### config.mk
export PLATFORM = sky130hd
export DESIGN_NAME = apb_master
export DESIGN_NICKNAME = d
export VERILOG_FILES = /design/src/rtl/apb_pkg.sv /design/src/rtl/apb_master.sv
export SDC_FILE = /design/constraint.sdc
export NUM_CORES = 1
export LEC_CHECK = 0
export CORE_MARGIN = 3
export CORE_UTILIZATION = 45
export DETAILED_ROUTE_END_ITERATION = 16
export PLACE_DENSITY = 0.84
export SYNTH_ARGS = -nofsm -noshare
export SYNTH_HDL_FRONTEND = slang
export SYNTH_SLANG_ARGS = --single-unit
### constraint.sdc
create_clock -name clk -period 2.4 [get_ports clk]
set_input_delay 0.48 -clock clk [delete_from_list [all_inputs] [get_ports clk]]
set_output_delay 0.48 -clock clk [all_outputs]
set_load 0.05 [all_outputs]
### src/rtl/apb_pkg.sv
// apb_pkg: shared FSM state encoding and default APB widths for apb_master.
package apb_pkg;

    localparam int APB_ADDR_W = 2;
    localparam int APB_DATA_W = 8;

    typedef enum logic [1:0] {
        IDLE   = 2'd0,
        SETUP  = 2'd1,
        ACCESS = 2'd2,
        RESP   = 2'd3
    } apb_state_e;

endpackage

### src/rtl/apb_master.sv
// apb_master: single-outstanding command -> APB transfer -> response bridge.
// All outputs come straight from flops. Optional build macro
// APB_MASTER_TIMEOUT_EN adds an ACCESS-phase cycle limit (timeoutCycles);
// without it ACCESS waits for the slave indefinitely.
module apb_master
    import apb_pkg::*;
#(
    parameter int addrWidth     = APB_ADDR_W,
    parameter int dataWidth     = APB_DATA_W,
    parameter int timeoutCycles = 16
) (
    input  logic                 clk,
    input  logic                 reset,
    input  logic                 cmd_valid,
    output logic                 cmd_ready,
    input  logic                 cmd_write,
    input  logic [addrWidth-1:0] cmd_addr,
    input  logic [dataWidth-1:0] cmd_wdata,
    output logic                 rsp_valid,
    input  logic                 rsp_ready,
    output logic [dataWidth-1:0] rsp_rdata,
    output logic                 rsp_err,
    output logic                 sel,
    output logic                 enable,
    output logic                 write,
    output logic [addrWidth-1:0] addr,
    output logic [dataWidth-1:0] wdata,
    input  logic [dataWidth-1:0] rdata,
    input  logic                 ready,
    input  logic                 slverr
);

    // A zero limit would make every access fail before the slave is sampled.
    if (timeoutCycles < 1) begin : g_cfg_chk
        $error("apb_master: timeoutCycles must be at least 1");
    end

    apb_state_e           state_q, state_d;
    logic                 cmd_ready_q, cmd_ready_d;
    logic                 sel_q, sel_d;
    logic                 enable_q, enable_d;
    logic                 write_q, write_d;
    logic [addrWidth-1:0] addr_q, addr_d;
    logic [dataWidth-1:0] wdata_q, wdata_d;
    logic                 rsp_valid_q, rsp_valid_d;
    logic [dataWidth-1:0] rsp_rdata_q, rsp_rdata_d;
    logic                 rsp_err_q, rsp_err_d;
`ifdef APB_MASTER_TIMEOUT_EN
    localparam int CNT_W = $clog2(timeoutCycles + 1);
    logic [CNT_W-1:0]     cnt_q, cnt_d;
`endif

    // Next state and next registered outputs; every output is the value it
    // must show in the state being entered.
    always_comb begin
        state_d     = state_q;
        cmd_ready_d = cmd_ready_q;
        sel_d       = sel_q;
        enable_d    = enable_q;
        write_d     = write_q;
        addr_d      = addr_q;
        wdata_d     = wdata_q;
        rsp_valid_d = rsp_valid_q;
        rsp_rdata_d = rsp_rdata_q;
        rsp_err_d   = rsp_err_q;
`ifdef APB_MASTER_TIMEOUT_EN
        cnt_d       = '0;
`endif
        unique case (state_q)
            IDLE: begin
                if (cmd_valid) begin
                    state_d     = SETUP;
                    cmd_ready_d = 1'b0;
                    sel_d       = 1'b1;
                    write_d     = cmd_write;
                    addr_d      = cmd_addr;
                    wdata_d     = cmd_wdata;
                end
            end
            SETUP: begin
                state_d  = ACCESS;
                enable_d = 1'b1;
            end
            ACCESS: begin
                if (ready) begin
                    state_d     = RESP;
                    sel_d       = 1'b0;
                    enable_d    = 1'b0;
                    rsp_valid_d = 1'b1;
                    rsp_rdata_d = write_q ? '0 : rdata;
                    rsp_err_d   = slverr;
                end
`ifdef APB_MASTER_TIMEOUT_EN
                // cnt_q counts ACCESS cycles already spent without ready.
                else if (cnt_q == CNT_W'(timeoutCycles - 1)) begin
                    state_d     = RESP;
                    sel_d       = 1'b0;
                    enable_d    = 1'b0;
                    rsp_valid_d = 1'b1;
                    rsp_rdata_d = '0;
                    rsp_err_d   = 1'b1;
                end else begin
                    cnt_d = cnt_q + 1'b1;
                end
`endif
            end
            RESP: begin
                // New commands are only taken once back in IDLE.
                if (rsp_ready) begin
                    state_d     = IDLE;
                    rsp_valid_d = 1'b0;
                    cmd_ready_d = 1'b1;
                end
            end
            default: state_d = IDLE;
        endcase
    end

    // State and output registers; reset aborts any transfer in flight.
    always_ff @(posedge clk or negedge reset) begin
        if (!reset) begin
            state_q     <= IDLE;
            cmd_ready_q <= 1'b1;
            sel_q       <= 1'b0;
            enable_q    <= 1'b0;
            write_q     <= 1'b0;
            addr_q      <= '0;
            wdata_q     <= '0;
            rsp_valid_q <= 1'b0;
            rsp_rdata_q <= '0;
            rsp_err_q   <= 1'b0;
`ifdef APB_MASTER_TIMEOUT_EN
            cnt_q       <= '0;
`endif
        end else begin
            state_q     <= state_d;
            cmd_ready_q <= cmd_ready_d;
            sel_q       <= sel_d;
            enable_q    <= enable_d;
            write_q     <= write_d;
            addr_q      <= addr_d;
            wdata_q     <= wdata_d;
            rsp_valid_q <= rsp_valid_d;
            rsp_rdata_q <= rsp_rdata_d;
            rsp_err_q   <= rsp_err_d;
`ifdef APB_MASTER_TIMEOUT_EN
            cnt_q       <= cnt_d;
`endif
        end
    end

    assign cmd_ready = cmd_ready_q;
    assign sel       = sel_q;
    assign enable    = enable_q;
    assign write     = write_q;
    assign addr      = addr_q;
    assign wdata     = wdata_q;
    assign rsp_valid = rsp_valid_q;
    assign rsp_rdata = rsp_rdata_q;
    assign rsp_err   = rsp_err_q;

endmodule

==> qor.csv <==
metric;value;unit
slew_viol_final;0;
ys_types;21;
synthCells;98;
final_nets;181;
clockBufferDepth;2;
cts-resized-gates;0;
reg2regPathDepth;4;
cts_buffers;3;
initial_core_util;50.0;%
switching_share;49.4;%
critPathTopFamily;buffers and inverters;
setup_viol;0;
post_cts_buffers;0;
end_kind;output port;
internal_power;1.33;mW
power_frac_clock;6.7;%
p_comb_share;63.0;%
hp-class;flip-flop to flip-flop;
met1Wirelength;1040;um
worstPathArrival;1.65;ns
antenna_found_initial;0;
io_buffer_count;48;
p_per_area;1550;nW/um^2
clk_latency;0.30;ns
wl_met2;1200;um
fp.coreArea;2320;sq um
die_x;56.7;um
wl_met3;158;um
crit_end;cmd_ready;
finalSetupTns;0;ns
crit_path_start;cmd_ready;
synth_seq_cells;26;
r2r-end;state_q[1];
drc;0;
die_height;56.7;um
syn_avg_cell_area;11.8;sq um
hold_viol_final;0;
viasPerCell;4.98;
slowest_delay;0.80;ns
crit_fanout;3;
firstDrtPassIters;4;
vdd_drop_max;956;uV
cp-start-kind;flip-flop;
grt_max_degree;27;
fin_skew;0.0112;ns
drive_above_1_share;6.04;%
pre_cts_ws;0.378;ns
crit_cells;1;
grt_pass1_wl;3990;um
root_buffer;clkbuf_4;
htree_levels;1;
pin_count;49;
finalWirelength;2430;um
period_share;88.9;%
worst_pin_slew;0.519;ns
crit_chain;clkdlybuf4s50_1;
r2r_slack;0.68;ns
drv_cap;0;
antenna_cells;0;
first_iter_violations;12;
fin_crit;2.13;ns
ant_nets;0;
synth_fp_nets;129;
p_seq_share;30.4;%
syn_to_final_growth;46.7;%
slew_headroom;65.3;%
path_buf_inv;1;
fmax;468;MHz
power.switching;1.30;mW
grt_setup_unrepaired;no;
rr_startpoint;state_q[0];
path_clk_slew;0.13;ns
cts_sinks;26;
setup_slack;0.265;ns
die_area;3220;sq um
place_congestion;0.755;
crit_required;1.92;ns
grt_use_total;15.8;%
synth_warnings;0;
cts_hold_buf;0;
gr-total-overflow;0;
path_class;flip-flop to output port;
routed.top_layer;met4;
dp_hpwl;1910;um
power;2.64;mW
rows;17;
p_leak;0.742;nW
cts_tree;yes;
wl_per_cell;13.7;um
hold_ws;0.503;ns
cp_slowest_cell;clkdlybuf4s50_1;
grt_pass1_vias;906;
synthesis.area;1160;sq um
status;finished clean;
vias;881;
yosysSeqAreaShare;56.3;%
-- cell type report --
class | instances | area, sq um
clock buffer | 4 | 26.3
sequential | 26 | 652
fill | 175 | 619
multi-input combinational | 65 | 479
tap | 28 | 35.0
inverter | 5 | 18.8
timing repair buffer | 49 | 488
-- flip-flops by register name, indices dropped and copies added, names as in the netlist --
name / cells
cmd_ready: 1
wdata: 8
rsp_err: 1
sel: 1
state_q: 2
write: 1
rsp_valid: 1
addr: 2
enable: 1
rsp_rdata: 8
-- synthesized netlist by cell type, drive strengths merged --
| library cell | instances | share of area [%] |
|---|---|---|
| o21ai | 10 | 4.3 |
| nor2b | 1 | 0.54 |
| dfstp | 1 | 2.3 |
| a22o | 1 | 0.76 |
| ha | 6 | 6.5 |
| clkbuf | 1 | 0.32 |
| nand2 | 12 | 3.9 |
| a21oi | 2 | 0.86 |
| nand2b | 10 | 5.4 |
| mux2i | 3 | 2.6 |
| a222oi | 1 | 0.86 |
| mux2 | 13 | 13 |
| a31o | 1 | 0.76 |
| a211oi | 2 | 1.3 |
| buf | 1 | 0.43 |
| inv | 5 | 1.6 |
| dfrtp | 25 | 54 |
| nor2 | 3 | 0.97 |
-- layout by cell type, fill, tap and decap left out --
master / count
a211oi_1: 2
a21oi_1: 2
a222oi_1: 1
a22o_1: 1
a31o_1: 1
buf_4: 1
clkbuf_1: 1
clkbuf_4: 3
clkdlybuf4s50_1: 48
dfrtp_1: 25
dfstp_2: 1
ha_1: 6
inv_1: 3
inv_2: 2
mux2_1: 11
mux2_2: 2
mux2i_1: 3
nand2_1: 12
nand2b_1: 10
nor2_1: 3
nor2b_1: 1
o21ai_0: 4
o21ai_1: 6
-- routing by layer --
| layer | vias to the layer above | GRT usage [%] |
|---|---|---|
| li1 | 438 | - |
| met1 | 413 | 19.9 |
| met2 | 28 | 26.6 |
| met3 | 2 | 3.68 |
| met4 | 0 | 5.30 |
| met5 | - | 0 |
-- how the worst min path moves through the flow --
stage	start	to	slack, ns	cells past startpoint
floorplan	reset	addr[0]	0.18	0
global route	reset	rsp_rdata[3]	0.53	2
detailed placement	rsp_rdata[5]	rsp_rdata[5]	0.48	2
global placement	rsp_rdata[3]	rsp_rdata[3]	0.46	2
CTS	rsp_rdata[5]	rsp_rdata[5]	0.51	2
finish	rsp_rdata[5]	rsp_rdata[5]	0.50	2
-- power by group through the flow --
stage                     clock network, mW  registers [mW]  logic (mW)
final                                 0.176           0.800        1.66
after floorplan                           0            1.49       0.432
after CTS                             0.186           0.804        1.68
after detailed placement                  0           0.813        1.67
after global routing                  0.203           0.837        1.75
after global placement                    0           0.802        1.63
-- metrics by stage --
step | utilization (%) | std cells | area (sq um)
floorplan | - | 98 | 1160
global placement | 72.2 | 173 | 1670
detailed placement | 72.2 | 173 | 1670
CTS | 73.3 | 177 | 1700
global route | 73.3 | 177 | 1700
finish | 73.3 | 177 | 1700
-- cells by family (layout without fill, tap and decap cells) --
group                      count (synthesis)  in the layout  share of synthesized area [%]
adders and majority gates                  6              6                           6.48
muxes                                     16             16                           15.2
and+or+nand+nor                           26             26                           10.8
AOI/OAI and AO/OA                         17             17                           8.86
buffers and inverters                      7             58                           2.38
DFF                                       26             26                           56.3
(Power assumes the default switching activity.)
